`config.mk`:
```
export PLATFORM = sky130hd
export DESIGN_NAME = k423_id_regfile_sb
export DESIGN_NICKNAME = d
export VERILOG_FILES = /design/src/rtl/k423_id_regfile_sb_pkg.sv /design/src/rtl/k423_id_regfile_sb_scoreboard.sv /design/src/rtl/k423_id_regfile_sb.sv
export VERILOG_INCLUDE_DIRS = /design/src /design/src/rtl
export SDC_FILE = /design/constraint.sdc
export NUM_CORES = 2
export LEC_CHECK = 0
export CAP_MARGIN = 10
export CELL_PAD_IN_SITES_DETAIL_PLACEMENT = 0
export CELL_PAD_IN_SITES_GLOBAL_PLACEMENT = 1
export CORE_ASPECT_RATIO = 1.4
export CORE_UTILIZATION = 54
export CTS_CLUSTER_DIAMETER = 120
export CTS_CLUSTER_SIZE = 10
export DETAILED_ROUTE_END_ITERATION = 10
export PLACE_DENSITY = 0.84
export SETUP_SLACK_MARGIN = 0.1
export SYNTH_ARGS = -nofsm -noshare
export SYNTH_HDL_FRONTEND = slang
export SYNTH_SLANG_ARGS = --single-unit
export TNS_END_PERCENT = 10
```
`constraint.sdc`:
```
create_clock -name clk_i -period 13.6 [get_ports clk_i]
set_input_delay 2.72 -clock clk_i [delete_from_list [all_inputs] [get_ports clk_i]]
set_output_delay 2.72 -clock clk_i [all_outputs]
set_load 0.01 [all_outputs]
```
`src/rtl/k423_defines.svh`:
```
// Core-wide widths and operand-size encodings shared by the ID-stage blocks.
`ifndef K423_DEFINES_SVH
`define K423_DEFINES_SVH

`define CORE_XLEN      32
`define INST_RSDIDX_W  5
`define RSD_SIZE_W     2
`define RSD_SIZE_BYTE  2'd0
`define RSD_SIZE_HALF  2'd1
`define RSD_SIZE_WORD  2'd2
`define RF_NREG        32

`endif

```
`src/rtl/k423_id_regfile_sb_pkg.sv`:
```
// Shared widths and operand-size type for the ID-stage register file and scoreboard.
`include "k423_defines.svh"

package k423_id_regfile_sb_pkg;

  localparam int unsigned IDX_W  = `INST_RSDIDX_W;
  localparam int unsigned SIZE_W = `RSD_SIZE_W;
  localparam int unsigned NREG   = `RF_NREG;
  localparam int unsigned CNT_W  = 32;

  typedef enum logic [SIZE_W-1:0] {
    SZ_BYTE = `RSD_SIZE_BYTE,
    SZ_HALF = `RSD_SIZE_HALF,
    SZ_WORD = `RSD_SIZE_WORD
  } rsd_size_e;

endpackage

```
`src/rtl/k423_id_regfile_sb_scoreboard.sv`:
```
// Per-register pending-write counters: issue increments, retire decrements, flush clears.
module k423_id_scoreboard
  import k423_id_regfile_sb_pkg::*;
#(
  parameter int unsigned NUM_WR = 1,
  parameter int unsigned PEND_W = 2
) (
  input  logic                         clk,
  input  logic                         rst_n,
  input  logic                         flush,
  input  logic                         issue_fire,
  input  logic                         issue_wen,
  input  logic [IDX_W-1:0]             issue_idx,
  input  logic [NUM_WR-1:0]            wr_vld,
  input  logic [NUM_WR-1:0][IDX_W-1:0] wr_idx,
  output logic [NREG-1:0]              busy,
  output logic                         issue_sat_c
);

  logic [PEND_W-1:0] pend_q [NREG];
  logic [NREG-1:0]   inc_c;
  logic [NREG-1:0]   dec_c;

  // Retire mask; duplicate retires of one register collapse to a single decrement.
  always_comb begin
    dec_c = '0;
    for (int w = 0; w < NUM_WR; w++) begin
      if (wr_vld[w] && wr_idx[w] != '0) dec_c[wr_idx[w]] = 1'b1;
    end
  end

  always_comb begin
    inc_c = '0;
    if (issue_fire && issue_wen && issue_idx != '0) inc_c[issue_idx] = 1'b1;
  end

  // A full counter blocks issue unless the same register retires this cycle.
  always_comb begin
    issue_sat_c = issue_wen && (issue_idx != '0) && (&pend_q[issue_idx]) && !dec_c[issue_idx];
  end

  always_comb begin
    busy = '0;
    for (int r = 0; r < NREG; r++) busy[r] = (pend_q[r] != '0);
  end

  always_ff @(posedge clk or negedge rst_n) begin
    if (!rst_n) begin
      for (int r = 0; r < NREG; r++) pend_q[r] <= '0;
    end else if (flush) begin
      for (int r = 0; r < NREG; r++) pend_q[r] <= '0;
    end else begin
      for (int r = 0; r < NREG; r++) begin
        if (inc_c[r] && !dec_c[r]) begin
          pend_q[r] <= pend_q[r] + PEND_W'(1);
        end else if (dec_c[r] && !inc_c[r] && pend_q[r] != '0) begin
          pend_q[r] <= pend_q[r] - PEND_W'(1);
        end
      end
    end
  end

endmodule

```
`src/rtl/k423_id_regfile_sb.sv`:
```
// ID-stage register file with forwarding network, write-first bypass and pending-write stall.
`include "k423_defines.svh"

module k423_id_regfile_sb
  import k423_id_regfile_sb_pkg::*;
#(
  parameter int unsigned NUM_RD  = 2,
  parameter int unsigned NUM_WR  = 1,
  parameter int unsigned NUM_FWD = 3,
  parameter int unsigned XLEN    = `CORE_XLEN,
  parameter int unsigned PEND_W  = 2
) (
  input  logic                          clk_i,
  input  logic                          rst_n_i,
  input  logic                          flush_i,
  input  logic [NUM_FWD-1:0]            fwd_vld_i,
  input  logic [NUM_FWD-1:0]            fwd_data_vld_i,
  input  logic [NUM_FWD-1:0][IDX_W-1:0] fwd_idx_i,
  input  logic [NUM_FWD-1:0][XLEN-1:0]  fwd_data_i,
  input  logic [NUM_WR-1:0]             wr_vld_i,
  input  logic [NUM_WR-1:0][IDX_W-1:0]  wr_idx_i,
  input  logic [NUM_WR-1:0][XLEN-1:0]   wr_data_i,
  input  logic [NUM_RD-1:0]             rd_vld_i,
  input  logic [NUM_RD-1:0][IDX_W-1:0]  rd_idx_i,
  input  logic [NUM_RD-1:0][SIZE_W-1:0] rd_size_i,
  output logic [NUM_RD-1:0][XLEN-1:0]   rd_data_o,
  input  logic                          issue_vld_i,
  input  logic                          issue_rd_wen_i,
  input  logic [IDX_W-1:0]              issue_rd_idx_i,
  output logic                          stall_o,
  output logic [CNT_W-1:0]              stall_cnt_o
);

  logic [XLEN-1:0]   regs_q [NREG];
  logic [NREG-1:0]   busy;
  logic              issue_sat_c;
  logic              issue_fire_c;
  logic [NUM_RD-1:0] rd_stall_c;

  // x0 is never written, so it stays at its reset value of zero.
  always_ff @(posedge clk_i or negedge rst_n_i) begin
    if (!rst_n_i) begin
      for (int r = 0; r < NREG; r++) regs_q[r] <= '0;
    end else begin
      for (int w = 0; w < NUM_WR; w++) begin
        if (wr_vld_i[w] && wr_idx_i[w] != '0) regs_q[wr_idx_i[w]] <= wr_data_i[w];
      end
    end
  end

  for (genvar p = 0; p < NUM_RD; p++) begin : g_rd
    logic            fwd_hit_c;
    logic            fwd_rdy_c;
    logic [XLEN-1:0] fwd_sel_c;
    logic            wr_hit_c;
    logic [XLEN-1:0] wr_sel_c;
    logic [XLEN-1:0] sel_c;
    logic [XLEN-1:0] ext_c;
    logic            stall_c;

    // Youngest matching forward source wins; latest matching write port wins.
    always_comb begin
      fwd_hit_c = 1'b0;
      fwd_rdy_c = 1'b0;
      fwd_sel_c = '0;
      for (int s = 0; s < NUM_FWD; s++) begin
        if (!fwd_hit_c && fwd_vld_i[s] && fwd_idx_i[s] == rd_idx_i[p]) begin
          fwd_hit_c = 1'b1;
          fwd_rdy_c = fwd_data_vld_i[s];
          fwd_sel_c = fwd_data_i[s];
        end
      end
      wr_hit_c = 1'b0;
      wr_sel_c = '0;
      for (int w = 0; w < NUM_WR; w++) begin
        if (wr_vld_i[w] && wr_idx_i[w] == rd_idx_i[p]) begin
          wr_hit_c = 1'b1;
          wr_sel_c = wr_data_i[w];
        end
      end
    end

    always_comb begin
      sel_c   = '0;
      stall_c = 1'b0;
      if (rd_vld_i[p] && rd_idx_i[p] != '0) begin
        if (fwd_hit_c) begin
          if (fwd_rdy_c) sel_c = fwd_sel_c;
          else           stall_c = 1'b1;
        end else if (wr_hit_c) begin
          sel_c = wr_sel_c;
        end else if (busy[rd_idx_i[p]]) begin
          stall_c = 1'b1;
        end else begin
          sel_c = regs_q[rd_idx_i[p]];
        end
      end
    end

    always_comb begin
      ext_c = sel_c;
      case (rsd_size_e'(rd_size_i[p]))
        SZ_BYTE: ext_c = {{(XLEN-8){sel_c[7]}}, sel_c[7:0]};
        SZ_HALF: ext_c = {{(XLEN-16){sel_c[15]}}, sel_c[15:0]};
        default: ext_c = sel_c;
      endcase
    end

    assign rd_data_o[p]  = ext_c;
    assign rd_stall_c[p] = stall_c;
  end

  assign stall_o      = (|rd_stall_c) || issue_sat_c;
  assign issue_fire_c = issue_vld_i && !stall_o;

  k423_id_scoreboard #(
    .NUM_WR (NUM_WR),
    .PEND_W (PEND_W)
  ) u_sb (
    .clk         (clk_i),
    .rst_n       (rst_n_i),
    .flush       (flush_i),
    .issue_fire  (issue_fire_c),
    .issue_wen   (issue_rd_wen_i),
    .issue_idx   (issue_rd_idx_i),
    .wr_vld      (wr_vld_i),
    .wr_idx      (wr_idx_i),
    .busy        (busy),
    .issue_sat_c (issue_sat_c)
  );

  // Saturating count of cycles where a waiting instruction is held.
  always_ff @(posedge clk_i or negedge rst_n_i) begin
    if (!rst_n_i) begin
      stall_cnt_o <= '0;
    end else if (issue_vld_i && stall_o && stall_cnt_o != '1) begin
      stall_cnt_o <= stall_cnt_o + CNT_W'(1);
    end
  end

endmodule

```
**Word level (Yosys, flattened, before mapping)**

Index checks and enable logic that the tools add are counted.

- Flip-flop bits (word level): 1120
- Output and inout port bits: 97
- Word-level logic and storage cells: 554
- Bits of input ports: 181

- $lt $le $gt $ge: 11
- Reduce and logical (&&, ||, !) cells: 265
- Muxes and demuxes: 133
- Eq/ne operators: 11
- Add/sub/neg operators: 65
- Bitwise gates (word level): 4

Operators by type and width:

| kind | count |
|---|---|
| 1024-bit bitwise mux | 1 |
| 32-bit 2-to-1 mux | 25 |
| 32-bit binary-select mux with 5-bit select | 2 |
| 32-bit demux with 5-bit select | 1 |
| 2-bit 2-to-1 mux | 66 |
| 32-bit one-hot mux with 2 select lines | 2 |
| 1-bit logical AND | 122 |
| 3-bit nonzero test | 32 |
| 1-bit logical NOT | 70 |
| 2-bit by 1-bit adder with 2-bit output, second input constant | 32 |
| 64-bit 2-to-1 mux | 1 |
| 2-bit nonzero test | 32 |
| 2-bit by 1-bit subtractor with 2-bit output, second input constant | 32 |
| 5-bit equality test | 8 |
| 32-bit by 1-bit adder with 32-bit output, second input constant | 1 |
| 32-bit != test, second input constant | 1 |
| 1-bit 2-to-1 mux | 29 |
| 6-bit greater-or-equal comparator, second input constant | 4 |
| 5-bit by 6-bit < comparator with 1-bit output, second input constant | 4 |
| 5-bit NOT with 6-bit output | 4 |
| 5-bit nonzero test | 4 |
| 1-bit binary-select mux with 5-bit select | 3 |
| 2-bit binary-select mux with 5-bit select | 1 |
| 1-bit demux with 5-bit select | 2 |
| other kinds (7) | 10 |

**Logic depth before layout (Yosys ltp)**

- Depth after elaboration: 27
- Mapped depth: 16
- Mapped depth without buffers: 9

**Cells and area by module**

A second synthesis with hierarchy kept.

- Cell total of the unflattened synthesis: 4712
- Area, all modules: 64779.6 sq um

By module, submodules not included:

| module | times used | seq. area each (sq um) | area an instance (sq um) | cells an instance |
|---|---|---|---|---|
| k423_id_regfile_sb | 1 | 26425.3 | 59562.1 | 4092 |
| k423_id_scoreboard | 1 | 1601.5 | 5217.5 | 620 |

**Worst setup path after synthesis**

No wires, ideal clock.

- Kind: input to output
- From: in rd_idx_i[0] (netlist bit)
- To: out rd_data_o[14] (netlist bit)
- Stages on the path: 12
- Data arrival time: 5352 ps
- Required time: 10880 ps
- Setup slack: 5528 ps
- Path through: buf_4 -> buf_4 -> buf_6 -> buf_4 -> buf_2 -> buf_2 -> mux4_2 -> mux4_2 -> mux2i_1 -> a21oi_1 -> a22oi_1 -> o21bai_1

RTL lines:

| what | line | source |
|---|---|---|
| start: declaration | k423_id_regfile_sb.sv:24 | `input logic [NUM_RD-1:0][IDX_W-1:0] rd_idx_i,` |
| end: declaration | k423_id_regfile_sb.sv:26 | `output logic [NUM_RD-1:0][XLEN-1:0] rd_data_o,` |

==> impl_results.md <==
* Setup crit start kind: primary input
* Yosys cell types at 86
* Congestion Overflow GR at 0
* Post-synth ARST share at 1.00
* H-tree levels at 3
* Die span in x at between 200 and 300 µm
* Num ports at 278
* Total Nets Final at just over 6000
* Count leader, synth: nand2_1
* Initial Util at 0.544
* Cts repair resizes at 0
* Fin crit period at approximately 11000 ps
* Total Neg Setup Slack at 0 ps
* CTS tree: done
* Post-synthesis sequential area ratio at 0.432
* Max Cap Viol at 0
* Final Hold Fails at 0
* Average wire per cell in the routed design at 32.6 µm
* Bufs on Longest Clock Path at 3
* CP max stage cell: nand3_2
* Share of synthesized cell area in and, or, nand and nor gates at 0.137
* Sequential cell area at approximately 28000 µm²
* Maximum vdd drop at approximately 0.00011 V
* Residual DRC at 0
* Post-synth top cells: nand2_1 (1590), dfrtp_1 (1120), mux2_2 (512)
* CP Cell Sequence: clkdlybuf4s50_1, xor2_1, nor4_1, nand3_2, and4b_1, a211o_2, a2bb2oi_2, nor4_4, a21oi_2, o21ai_0, clkdlybuf4s50_1
* Synth top area cells: dfrtp_1 (43%), mux4_2 (16%), nand2_1 (9.2%), mux2_2 (8.9%), mux2i_1 (4.8%)
* CP Buf/Inv Count at 2
* Main combinational cell family by area after synthesis: multiplexers
* Pwr dens at around 130 nW/µm²
* Global-route wire length before repair at approximately 360 mm
* Fin Hold WS at 399 ps
* Share of the synthesized area in the top cell type at 0.432
* Part of the cycle the worst path needs at 0.802
* Layout cells sized above 1 at 0.226
* Largest net degree at the start of global routing at around 180
* Multi-input gate area at roughly 35000 µm²
* Ys Warns at 0
* Port bufs at roughly 280
* Fill cell count at around 9700
* Area grow syn2layout at 10.8%
* Clk root buf: clkbuf_16
* Worst Tran Pin Value at around 1300 ps
* Critical path depth at 11
* Gpl congestion at 0.962
* Worst stage delay on the critical path at between 700 and 800 ps
* Compound-Gate Fraction of Synth Area at 0.0833
* Overall Power at 9.39 mW
* CP most frequent cell: clkdlybuf4s50_1
* Dpl hpwl at ~140 mm
* Vias in the first global route at 52700
* WS Path Type: in -> out
* Post-synth EDFFs at 0
* Placed Cells at between 7000 and 8000
* Seq cells post-synth at 1120
* Synthesized instance count at 6022
* Non-Filler Instances at 7586
* Fmax at 91.7 MHz
* Worst Slack Setup Final at between 2000 and 3000 ps
* Final Cell Area at roughly 72000 µm²
* RSZ-0062 raised after global routing: false
* CP Data Required Time at between 10000 and 15000 ps
* CP endpoint kind: output port
* Syn_area_per_cell at ~11 µm²
* Drt pass-1 iters at 8
* Final setup vio count at 0
* Die Y at slightly above 400 µm
* Worst min path class: reg -> reg
* Mux cell area share after synthesis at 0.296
* Adder-Cell Fraction of Synth Area at 0.000193
* Sink Count at between 1000 and 1500
* Worst Path Max Fanout at 22
* # Post-CTS Setup Buffers at 0
* Placed cell area at 68700 µm²
* CTS buffer count at approximately 120
* Post-layout util at 0.603
* P_leak at 31.9 nW
* Initial antenna violation count at 13
* WL final at 247 mm
* Netlist Area Pre-Place at ~65000 µm²
* Vias per Instance at 7.02
* GRT Total Usage at 0.409
* Via count at 53200
* Clock skew at around 27 ps
* Kind of cell adding the most delay to the critical path: simple AND/OR/NAND/NOR gates
* Xor/xnor cell area share of the yosys netlist at 0.0117
* CTS clock-pin slew for the worst setup and hold paths at 60 ps
* Slew Viols, Final at 0
* Largest area contributor in the netlist: dfrtp_1
* Die Area at roughly 120000 µm²
* Worst skew pair latency at ~800 ps
* Ys flop type: dfrtp_1
* Drt first-iter violations at ~7000
* Post-Place Worst Slack at slightly below 3000 ps
* Post-Syn Nets at a little over 6000
* Hold Path Cell Cnt at 0
* Antenna viol nets, final at 0
* Core Region at between 100000 and 150000 µm²
* # rows at 150
* Status: complete, no violations
* FF-to-FF path depth at 11
* Crit path arrival time at between 8000 and 9000 ps
* Worst slew margin at 0.103
* Hold_buf cts at 0
## state kept, by name, indices dropped and copies added, names as in the netlist
name,cells
stall_cnt_o,32
u_sb.pend_q,64
regs_q,1024
## layout by cell type (no fill, tap or decap), types with 13 or more instances in the layout
cell type	n
nand2_1	1570
dfrtp_1	1120
mux2_2	512
mux4_2	458
mux2i_1	314
clkdlybuf4s50_1	266
nor2_1	220
a21oi_1	179
buf_4	135
a221oi_1	122
clkbuf_16	121
o21ai_0	115
nor3_1	95
o211ai_1	66
a22oi_1	62
o221ai_1	59
xor2_1	47
xnor2_1	40
and3_1	40
o22ai_1	38
nand3_1	35
o21bai_1	33
a211oi_1	28
nor2_4	26
nor4_1	23
nand4_1	17
nand2b_1	15
o31ai_1	13
nand2_2	13
## routing by layer
metal / part of all wire / GRT usage
met1: 0.35 / 0.506
met4: 0.081 / 0.289
met5: 0.00041 / 0
met2: 0.45 / 0.617
met3: 0.12 / 0.119
## cell type report
class                   count  area share
clock buffers             121      0.0421
multi-input cells        4306       0.483
well taps                1596      0.0278
flip-flops and latches   1120       0.390
repair buffers            418      0.0548
diodes                      6    0.000209
inverters                  12    0.000731
clock inverters             7     0.00160
## report_power, final
part	switching, mW	total [mW]	internal (mW)
clock	1.36	2.92	1.56
sequential	0.446	4.35	3.91
combinational	1.03	2.12	1.09
## logic make-up (layout without fill, tap and decap cells)
| logic type | after synthesis | count (layout) |
|---|---|---|
| and+or+nand+nor | 2157 | 2157 |
| other | 0 | 6 |
| xor gates and xnor gates | 87 | 87 |
| adders and majority gates | 1 | 1 |
| muxes | 1284 | 1284 |
| DFF | 1120 | 1120 |
| AOI/OAI and AO/OA | 777 | 777 |
| buffers and inverters | 596 | 558 |
## worst paths after layout
| kind | slack (ps) | from | end |
|---|---|---|---|
| worst max-delay path | 2690 | wr_idx_i[3] | rd_data_o[58] |
| worst min-delay path | 400 | regs_q[1008] | regs_q[1008] |
| worst max register to register | 8980 | u_sb.pend_q[29] | u_sb.pend_q[30] |
| worst min register to register | 400 | regs_q[1008] | regs_q[1008] |
| max in group asynchronous | 9250 | rst_n_i | regs_q[499] |
| min in group asynchronous | 2020 | rst_n_i | regs_q[1015] |
Power figures use the tool's default switching activity.
